==> src/rtl/rr_arbiter.sv <==
// Round-robin arbiter: registered one-hot grant plus its binary index,
// with a bounded hold time so a persistent requester cannot starve others.
module rr_arbiter #(
    parameter int N        = 4,
    parameter int MAX_HOLD = 4,
    localparam int IDX_W   = $clog2(N)
) (
    input  logic             clk,
    input  logic             rst,
    input  logic             en,
    input  logic [N-1:0]     req,
    output logic [N-1:0]     grant,
    output logic [IDX_W-1:0] grant_idx,
    output logic             grant_valid
);

    localparam int HOLD_W = $clog2(MAX_HOLD + 1);
    localparam logic [0:0] IDLE  = 1'b0;
    localparam logic [0:0] GRANT = 1'b1;
    localparam logic [IDX_W:0]   N_W      = (IDX_W + 1)'(N);
    localparam logic [IDX_W-1:0] LAST_IDX = IDX_W'(N - 1);
    localparam logic [HOLD_W-1:0] HOLD_MAX = HOLD_W'(MAX_HOLD);
    localparam logic [N-1:0]     ONE_HOT0 = N'(1);

    logic [0:0]        state;
    logic [IDX_W-1:0]  ptr;
    logic [HOLD_W-1:0] hold;

    logic              found;
    logic [IDX_W-1:0]  pick_idx;
    logic [IDX_W:0]    cand;
    logic              others_req;
    logic [IDX_W-1:0]  next_ptr;

    // Circular search from ptr; the explicit wrap keeps indices below N.
    always_comb begin
        found    = 1'b0;
        pick_idx = '0;
        cand     = '0;
        for (int i = 0; i < N; i++) begin
            cand = {1'b0, ptr} + (IDX_W + 1)'(i);
            if (cand >= N_W) begin
                cand = cand - N_W;
            end
            if (!found && req[cand[IDX_W-1:0]]) begin
                found    = 1'b1;
                pick_idx = cand[IDX_W-1:0];
            end
        end
    end

    assign others_req = |(req & ~grant);
    assign next_ptr   = (grant_idx == LAST_IDX) ? '0 : grant_idx + IDX_W'(1);

    always_ff @(posedge clk or posedge rst) begin
        if (rst) begin
            state       <= IDLE;
            ptr         <= '0;
            hold        <= '0;
            grant       <= '0;
            grant_idx   <= '0;
            grant_valid <= 1'b0;
        end else begin
            case (state)
                IDLE: begin
                    if (en && found) begin
                        grant       <= ONE_HOT0 << pick_idx;
                        grant_idx   <= pick_idx;
                        grant_valid <= 1'b1;
                        hold        <= HOLD_W'(1);
                        state       <= GRANT;
                    end
                end
                GRANT: begin
                    // Release and preempt both end in a single turnaround idle cycle.
                    if (!en || !req[grant_idx] || (hold == HOLD_MAX && others_req)) begin
                        grant       <= '0;
                        grant_idx   <= '0;
                        grant_valid <= 1'b0;
                        hold        <= '0;
                        ptr         <= next_ptr;
                        state       <= IDLE;
                    end else if (hold != HOLD_MAX) begin
                        hold <= hold + HOLD_W'(1);
                    end
                end
                default: state <= IDLE;
            endcase
        end
    end

endmodule

==> config.mk <==
export PLATFORM = sky130hd
export DESIGN_NAME = rr_arbiter
export DESIGN_NICKNAME = d
export VERILOG_FILES = /design/src/rtl/rr_arbiter.sv
export SDC_FILE = /design/constraint.sdc
export NUM_CORES = 1
export LEC_CHECK = 0
export ABC_AREA = 0
export CAP_MARGIN = 20
export CORE_MARGIN = 3
export CORE_UTILIZATION = 45
export CTS_CLUSTER_DIAMETER = 40
export DETAILED_ROUTE_END_ITERATION = 8
export PLACE_DENSITY_LB_ADDON = 0.15
export SLEW_MARGIN = 20
export SYNTH_ARGS = -nofsm -noshare
export SYNTH_HDL_FRONTEND = slang
export SYNTH_SLANG_ARGS = --single-unit
export TNS_END_PERCENT = 10
==> constraint.sdc <==
create_clock -name clk -period 2 [get_ports clk]
set_input_delay 0.3 -clock clk [delete_from_list [all_inputs] [get_ports clk]]
set_output_delay 0.3 -clock clk [all_outputs]
set_load 0.02 [all_outputs]
==> impl_results.md, run 1 <==
* I/O pin cnt at 14
* DR pass1 iterations at 4
* Synth async-reset ratio at 100%
* Worst r2r src: grant_idx[0]$_DFFE_PP0P_
* Hold_buf cts at 0
* RSZ-0062 raised after global routing: no
* HPWL Detailed at 1240 um
* Core ar. at 1560 um^2
* GR Layer Usage met1 at 27.5%
* I/O Buffers at 13
* CP max FO at 7
* GRT met2 Usage at 24.3%
* Startpoint class of the critical path: primary input
* Hold Crit Class: in2async
* Crit path from: req[1]
* Peak supply drop at 0.571 mV
* Slew margin rel. at 66.9%
* Final Power at 1.02 mW
* Final Hold Fails at 0
* Gate power share at 43.0%
* Synth area leaders: dfrtp_1 (42%), ha_1 (4.9%), a22o_1 (4.6%), inv_1 (4.4%), mux2_1 (2.9%)
* Max-slew violation count at 0
* Grt peak-use layer: met1
* Post-route ant nets at 0
* Crit share post-route at 85.4%
* Layout area overhead at 25.9%
* GR Util met3 at 2.68%
* Ant. Diodes at 0
* #FFs+latches synth at 13
* Status: complete, no violations
* Critical Path Max Stage Delay at 0.60 ns
* Mapped Nets at 84
* Clock Path Buffers at 2
* CP cell instances: clkdlybuf4s50_1 -> mux2i_1 -> nor2_2 -> o21ai_1 -> o21ai_2 -> mux2_1
* Post-Layout Cell Count at 110
* Pwr Density at 1050 nW/um^2
* Reg2Reg Depth at 5
* Clk pin slew, worst setup/hold paths at 0.09 ns
* Die area at 2240 um^2
* DR DRC count at 0
* Main synth FF type: dfrtp_1
* Least-Margin Pin Slew at 0.496 ns
* Initial antenna violation count at 0
* Total clock sinks at 13
* Max-cap violations at 0
* Arr. time, crit path at 1.86 ns
* Routability cong. at 0.791
* Final setup violation count at 0
* Sw frac at 38.3%
* CP max stage cell: clkdlybuf4s50_1
* First-pass GRT wire length at 2760 um
* CTS tree: yes
* Clk pwr share at 16.1%
* Row count at 14
* Gr usage total at 17.7%
* Post-Synthesis Cells at 74
* Final Util at 62.1%
* Internal at 0.627 mW
* TNS Setup at 0 ns
* Die height at 47.4 um
* Sw power at 0.389 mW
* Seq/Total Area, Yosys at 42.3%
* Synth warn at 0
* Starting density of the core at 49.4%
* CTS Buf Count at 3
* Post-CTS Setup Bufs at 0
* Die width at 47.4 um
* Crit. End Element: register
* Fmax at 585 MHz
* Clk Tree Root Cell: clkbuf_4
* DRT iter0 DRCs at 17
* H-Tree Level Count at 1
* Final WL at 1670 um
* Largest net degree at the start of global routing at 14
* Flop pwr share at 40.9%
* Post-synthesis instance area at 769 um^2
* Via count at 648
* Vias per std cell at 5.89
* Synth top cells by count: dfrtp_1 (13), inv_1 (9)
* Final setup margin at 0.291 ns
* Worst EP required at 2.15 ns
* Number of synthesized flops with an enable pin at 0
* Worst-Skew Late Latency at 0.27 ns
* Leakage at 0.445 nW
* Layout cells sized above 1 at 13.8%
* Place WS at -0.0101 ns
* Drt wl/cell at 15.1 um
* Post-CTS Resized at 0
* Largest area contributor in the netlist: dfrtp_1
* NumNets Final at 105
* Grt total ovfl at 0
* Syn avg cell area at 10.4 um^2
* Top-count cell post-synth: dfrtp_1
* Minimum clock period after layout at 1.71 ns
* Clk_skew at 0.00870 ns
* Setup CP Type: in2reg
* Library cells used by synthesis at 30
* Yosys top cell area share at 42.3%
* Placed Instances at 106
* Vias in the first global route at 590
-- flip-flops by register name (all words and copies together), names as in the netlist --
signal       count
state            1
hold             3
grant            4
ptr              2
grant_valid      1
grant_idx        2
-- power groups by stage --
stage | logic, mW | clock network, mW | registers [mW]
2_1_floorplan | 0.238 | 0 | 0.450
3_3_place_gp | 0.436 | 0 | 0.417
3_5_place_dp | 0.438 | 0 | 0.420
4_1_cts | 0.441 | 0.164 | 0.415
5_1_grt | 0.484 | 0.177 | 0.429
6_report | 0.437 | 0.163 | 0.416
-- cell type report --
type / instances / area [um^2]
well taps: 16 / 20.0
multi-input cells: 52 / 410
fillers: 138 / 591
inverters: 9 / 33.8
clock buffers: 4 / 26.3
flip-flops and latches: 13 / 325
repair buffers: 16 / 153
-- cell usage in the layout, fill, tap and decap left out, types with 2 or more instances in the layout --
cell type / count
a21o_1: 2
a21oi_1: 4
a221oi_1: 2
a22o_1: 4
a32o_1: 2
buf_4: 3
clkbuf_4: 3
clkdlybuf4s50_1: 13
dfrtp_1: 13
ha_1: 3
inv_1: 9
mux2_1: 2
mux2i_1: 2
nand2_1: 2
nand2b_1: 3
nor2_1: 4
o21a_1: 2
o21ai_0: 4
o21ai_2: 2
-- path summary, 6_finish.rpt --
check                      slack (ns)                   to
min in group clk                 0.50   ptr[0]$_DFFE_PP0P_
max in group asynchronous        1.32   ptr[1]$_DFFE_PP0P_
min                              0.34  hold[1]$_DFFE_PP0P_
max                              0.29   ptr[1]$_DFFE_PP0P_
max reg2reg                      0.41   ptr[1]$_DFFE_PP0P_
min reg2reg                      0.50   ptr[0]$_DFFE_PP0P_
-- stage by stage --
step                instance area, um^2  hold slack (ns)
floorplan                           769            0.177
global placement                    942            0.479
detailed placement                  942            0.486
CTS                                 968            0.363
global route                        968            0.387
finish                              968            0.337
-- logic make-up after synthesis --
family          Yosys count  synth area share [%]
flops                    13                  42.3
simple gates             16                  12.5
buf+inv                   9                  4.39
compound gates           29                  30.4
mux                       4                  5.53
fa+ha+maj                 3                  4.88
-- layer usage --
metal / wire length (um) / share of wire, %
met5: 0 / 0
met4: 14 / 0.84
met3: 111 / 6.7
met2: 676 / 41
met1: 863 / 52
-- worst max-delay path: cells and delay by family --
kind	cells	cell delay (ns)
AO/OA/AOI/OAI	2	0.33
buffers and inverters	1	0.60
multiplexers	2	0.47
AND/OR/NAND/NOR	1	0.17
No activity file was read; power rests on OpenSTA's default activity.
==> run 2, diff against run 1 <==
--- a/config.mk
+++ b/config.mk
@@ -7,8 +7,7 @@
 export LEC_CHECK = 0
 export ABC_AREA = 0
 export CAP_MARGIN = 20
-export CORE_MARGIN = 3
-export CORE_UTILIZATION = 45
+export CORE_UTILIZATION = 32
 export CTS_CLUSTER_DIAMETER = 40
 export DETAILED_ROUTE_END_ITERATION = 8
 export PLACE_DENSITY_LB_ADDON = 0.15
==> impl_results.md, run 2 (synthesis gave the netlist of run 1 again) <==
* Worst-Skew Late Latency at 0.27 ns (about the same)
* Hold Crit Class: in2async (unchanged)
* H-Tree Level Count at 1 (unchanged)
* Die area at 2600 um^2 (was 2240 um^2)
* Final Hold Fails at 0 (unchanged)
* Pwr Density at 1020 nW/um^2 (was 1050 nW/um^2)
* Vias per std cell at 5.19 (was 5.89)
* Layout area overhead at 28.8% (was 25.9%)
* Vias in the first global route at 644 (was 590)
* CTS Buf Count at 3 (unchanged)
* Worst EP required at 2.15 ns (about the same)
* Total clock sinks at 13 (unchanged)
* Final setup violation count at 0 (unchanged)
* Post-Layout Cell Count at 123 (was 110)
* Status: complete, no violations (unchanged)
* HPWL Detailed at 1270 um (was 1240 um)
* Minimum clock period after layout at 1.71 ns (about the same)
* Via count at 638 (was 648)
* DRT iter0 DRCs at 14 (was 17)
* Startpoint class of the critical path: primary input (unchanged)
* Largest regs: grant (4), hold (3) (unchanged)
* Post-route ant nets at 0 (unchanged)
* Slew margin rel. at 67.6% (was 66.9%)
* Core ar. at 2230 um^2 (was 1560 um^2)
* NumNets Final at 106 (was 105)
* CTS tree: yes (unchanged)
* Initial antenna violation count at 0 (unchanged)
* DR DRC count at 0 (unchanged)
* Cell area after layout at 991 um^2 (was 968 um^2)
* Die width at 51.0 um (was 47.4 um)
* I/O pin cnt at 14 (unchanged)
* Max-cap violations at 0 (unchanged)
* Starting density of the core at 34.5% (was 49.4%)
* TNS Setup at 0 ns (unchanged)
* Final WL at 1660 um (was 1670 um)
* Crit share post-route at 85.5% (was 85.4%)
* Least-Margin Pin Slew at 0.486 ns (was 0.496 ns)
* DR pass1 iterations at 5 (was 4)
* First-pass GRT wire length at 2900 um (was 2760 um)
* I/O Buffers at 13 (unchanged)
* Clock Path Buffers at 2 (unchanged)
* Clk_skew at 0.00684 ns (was 0.00870 ns)
* Clk pin slew, worst setup/hold paths at 0.08 ns (was 0.09 ns)
* Routability cong. at 0.701 (was 0.791)
* Crit. End Element: register (unchanged)
* Gr usage total at 15.0% (was 17.7%)
* Post-CTS Resized at 0 (unchanged)
* Leakage at 0.450 nW (was 0.445 nW)
* Placed inst area at 965 um^2 (was 942 um^2)
* # fillers at 229 (was 138)
* Die height at 51.0 um (was 47.4 um)
* Placed Instances at 119 (was 106)
* Hold_buf cts at 0 (unchanged)
* Grt total ovfl at 0 (unchanged)
* Biggest register: grant (unchanged)
* Largest net degree at the start of global routing at 14 (unchanged)
* Row count at 17 (was 14)
* Post-CTS Setup Bufs at 0 (unchanged)
* RSZ-0062 raised after global routing: no (unchanged)
* Drt wl/cell at 13.5 um (was 15.1 um)
* Layout cells sized above 1 at 14.7% (was 13.8%)
* Max-slew violation count at 0 (unchanged)
* Max FFs per register at 4 (unchanged)
* CP max FO at 7 (unchanged)
* Clk Tree Root Cell: clkbuf_4 (unchanged)
* Ant. Diodes at 0 (unchanged)
* Most frequent cells in the layout: dfrtp_1 (13), clkdlybuf4s50_1 (13), inv_1 (9) (unchanged)
* Arr. time, crit path at 1.86 ns (about the same)
* Peak supply drop at 0.568 mV (was 0.571 mV)
* Fmax at 585 MHz (about the same)
* Setup CP Type: in2reg (unchanged)
[run 2: cell count changes in the layout (fill, tap and decap cells not counted)]
cell   before  now
buf_4       3    4
[run 2: worst max-delay path, cell delays in order]
cell and delay, ns:
clkdlybuf4s50_1 0.60, mux2i_1 0.13, nor2_2 0.16, o21ai_1 0.13, o21ai_2 0.20, mux2_1 0.34
[run 2: cell type report]
type                       count  area [um^2]  share of cell area (%)
multi-input combinational     52          410                    41.4
sequential                    13          325                    32.8
timing repair buffer          17          160                    16.2
tap                           28         35.0                    3.54
inverter                       9         33.8                    3.41
clock buffer                   4         26.3                    2.65
[run 2: through the flow]
| step | hold slack (ns) | utilization [%] | setup WS (ns) | power, mW |
|---|---|---|---|---|
| floorplan | 0.177 | - | 0.449 | 0.688 |
| global placement | 0.488 | 43.2 | 0.0370 | 0.860 |
| detailed placement | 0.481 | 43.2 | 0.0180 | 0.864 |
| CTS | 0.349 | 44.4 | 0.272 | 1.03 |
| global route | 0.392 | 44.4 | 0.197 | 1.09 |
| finish | 0.341 | 44.4 | 0.291 | 1.01 |
[run 2: path summary, 6_finish.rpt]
kind,start,endpoint,slack (ns),cells past startpoint
max,req[0],ptr[1]$_DFFE_PP0P_,0.29,6
min,rst,ptr[0]$_DFFE_PP0P_,0.34,2
max reg2reg,grant_idx[0]$_DFFE_PP0P_,ptr[1]$_DFFE_PP0P_,0.40,5
min reg2reg,grant_valid$_DFFE_PP0P_,grant_valid$_DFFE_PP0P_,0.50,1
max in group asynchronous,rst,state$_DFF_PP0_,1.33,2
min in group clk,grant_valid$_DFFE_PP0P_,grant_valid$_DFFE_PP0P_,0.50,1
[run 2: routing by layer]
metal	up-vias	global-route usage (%)	routed length [um]
met5	-	0	0
met3	2	2.38	68
li1	320	-	-
met4	0	6.94	14
met2	12	22.6	718
met1	304	20.8	857
[run 2: power by group]
group	leakage [nW]	total (mW)	switching, mW	internal, mW
Clock	0.0150	0.154	0.0767	0.0772
Sequential	0.166	0.415	0.0798	0.335
Combinational	0.269	0.443	0.226	0.216
Total	0.450	1.01	0.383	0.629
==> run 3, diff against run 2 <==
--- a/config.mk
+++ b/config.mk
@@ -7,8 +7,10 @@
 export LEC_CHECK = 0
 export ABC_AREA = 0
 export CAP_MARGIN = 20
-export CORE_UTILIZATION = 32
+export CORE_MARGIN = 5
+export CORE_UTILIZATION = 50
 export CTS_CLUSTER_DIAMETER = 40
+export CTS_CLUSTER_SIZE = 25
 export DETAILED_ROUTE_END_ITERATION = 8
 export PLACE_DENSITY_LB_ADDON = 0.15
 export SLEW_MARGIN = 20
==> impl_results.md, run 3 (synthesis gave the netlist of run 1 again) <==
* Status: complete, no violations (unchanged)
* Largest net degree at the start of global routing at 14 (unchanged)
* Final Util at 65.0% (was 44.4%)
* Via count at 645 (was 638)
* Ant. Diodes at 0 (unchanged)
* Sw frac at 38.4% (was 37.9%)
* Setup CP Type: reg2out (was in2reg)
* NumNets Final at 105 (was 106)
* Final Power at 1.02 mW (was 1.01 mW)
* CTS Buf Count at 3 (unchanged)
* Clk pin slew, worst setup/hold paths at 0.08 ns (about the same)
* CP bufs+invs at 1 (unchanged)
* Max-cap violations at 0 (unchanged)
* Final Hold Fails at 0 (unchanged)
* RSZ-0062 raised after global routing: no (unchanged)
* Multi-input logic area at 410 um^2 (unchanged)
* Final WL at 1630 um (was 1660 um)
* CTS tree: yes (unchanged)
* Fmax at 578 MHz (was 585 MHz)
* Max-slew violation count at 0 (unchanged)
* DRT iter0 DRCs at 27 (was 14)
* DR DRC count at 0 (unchanged)
* R2R Setup Slk at 0.40 ns (about the same)
* Core ar. at 1490 um^2 (was 2230 um^2)
* Critical Path Max Stage Delay at 0.66 ns (was 0.60 ns)
* Die height at 49.2 um (was 51.0 um)
* CP max stage cell: clkdlybuf4s50_1 (unchanged)
* HPWL Detailed at 1270 um (about the same)
* Final setup margin at 0.269 ns (was 0.291 ns)
* Layout area overhead at 25.9% (was 28.8%)
* DR pass1 iterations at 4 (was 5)
* Pwr Density at 1050 nW/um^2 (was 1020 nW/um^2)
* Clk pwr share at 15.9% (was 15.2%)
* Most frequent cells in the layout: dfrtp_1 (13), clkdlybuf4s50_1 (13), inv_1 (9) (unchanged)
* Hold_buf cts at 0 (unchanged)
* Leakage at 0.445 nW (was 0.450 nW)
* Drt wl/cell at 14.8 um (was 13.5 um)
* Vias per std cell at 5.86 (was 5.19)
* Biggest register: grant (unchanged)
* Largest regs: grant (4), hold (3) (unchanged)
* Place WS at 0.0286 ns (was 0.0180 ns)
* Die area at 2420 um^2 (was 2600 um^2)
* I/O pin cnt at 14 (unchanged)
* H-Tree Level Count at 1 (unchanged)
* Critical R2R Capture: grant_idx[1]$_DFFE_PP0P_ (was ptr[1]$_DFFE_PP0P_)
* First-pass GRT wire length at 2700 um (was 2900 um)
* Die width at 49.2 um (was 51.0 um)
* # fillers at 117 (was 229)
* Cell family with most CP delay: buffers and inverters (unchanged)
* I/O Buffers at 13 (unchanged)
* Starting density of the core at 51.7% (was 34.5%)
* Worst EP required at 1.70 ns (was 2.15 ns)
* Crit. End Element: primary output (was register)
* Post-CTS Resized at 0 (unchanged)
* Peak supply drop at 0.681 mV (was 0.568 mV)
* Gate power share at 43.4% (was 43.8%)
* Clock Path Buffers at 2 (unchanged)
* Crit share post-route at 86.6% (was 85.5%)
* Worst r2r src: grant_idx[0]$_DFFE_PP0P_ (unchanged)
* Routability cong. at 0.809 (was 0.701)
* Flop pwr share at 40.7% (was 41.0%)
* Grt total ovfl at 0 (unchanged)
* CP max FO at 6 (was 7)
* Sw power at 0.390 mW (was 0.383 mW)
* Startpoint class of the critical path: register (was primary input)
* Reg area at 325 um^2 (unchanged)
* CP cell instances: clkdlybuf4s50_1 (was clkdlybuf4s50_1 -> mux2i_1 -> nor2_2 -> o21ai_1 -> o21ai_2 -> mux2_1)
* TNS Setup at 0 ns (unchanged)
* Reg2Reg Depth at 5 (unchanged)
* Gr usage total at 14.1% (was 15.0%)
* Least-Margin Pin Slew at 0.491 ns (was 0.486 ns)
* Minimum clock period after layout at 1.73 ns (was 1.71 ns)
* Worst-Skew Late Latency at 0.27 ns (about the same)
* Slew margin rel. at 67.2% (was 67.6%)
* Hold Crit Class: in2async (unchanged)
* Post-CTS Setup Bufs at 0 (unchanged)
* Post-route ant nets at 0 (unchanged)
* Arr. time, crit path at 1.43 ns (was 1.86 ns)
* Initial antenna violation count at 0 (unchanged)
* Vias in the first global route at 601 (was 644)
* Clk Tree Root Cell: clkbuf_4 (unchanged)
* Final setup violation count at 0 (unchanged)
* Row count at 14 (was 17)
* Total clock sinks at 13 (unchanged)
* Clk_skew at 0.00140 ns (was 0.00684 ns)
* Layout cells sized above 1 at 13.8% (was 14.7%)
* Internal at 0.627 mW (was 0.629 mW)
* Max FFs per register at 4 (unchanged)
## run 3: cell count changes in the layout (fill, tap and decap cells not counted)
| cell | delta |
|---|---|
| buf_4 | -1 |
## run 3: worst max-delay path by stage
stage | slack, ns | startpoint | depth (start not counted) | endpoint
floorplan | 0.45 | grant_idx[0]$_DFFE_PP0P_ | 5 | ptr[0]$_DFFE_PP0P_
global placement | 0.06 | req[2] | 5 | grant[3]$_DFFE_PP0P_
detailed placement | 0.03 | req[2] | 6 | ptr[1]$_DFFE_PP0P_
CTS | 0.25 | grant_idx[0]$_DFFE_PP0P_ | 1 | grant_idx[0]
global route | 0.17 | req[2] | 5 | grant_idx[1]$_DFFE_PP0P_
finish | 0.27 | grant_idx[0]$_DFFE_PP0P_ | 1 | grant_idx[0]
## run 3: per-stage QoR
step	area [um^2]	instances	hold slack (ns)
final	968	110	0.340
after global routing	968	110	0.376
after CTS	968	110	0.349
after detailed placement	942	106	0.483
after global placement	942	106	0.478
after floorplan	769	74	0.177
## run 3: metal layers
| metal | track usage, % | part of all wire (%) |
|---|---|---|
| met5 | 0 | 0 |
| met4 | 5.38 | 0.55 |
| met3 | 2.75 | 6.4 |
| met2 | 18.2 | 41 |
| met1 | 22.3 | 52 |
## run 3: area by class of cell
cell class / count / share of cell area (%)
multi-input cells: 52 / 42.4
repair buffers: 16 / 15.8
clock buffers: 4 / 2.71
flip-flops and latches: 13 / 33.6
inverters: 9 / 3.49
well taps: 16 / 2.07
## run 3: power groups by stage
| stage | Clock, mW | Sequential, mW | Combinational, mW |
|---|---|---|---|
| after floorplan | 0 | 0.450 | 0.238 |
| after global placement | 0 | 0.417 | 0.433 |
| after detailed placement | 0 | 0.419 | 0.442 |
| after CTS | 0.166 | 0.414 | 0.445 |
| after global routing | 0.176 | 0.428 | 0.480 |
| final | 0.161 | 0.414 | 0.442 |
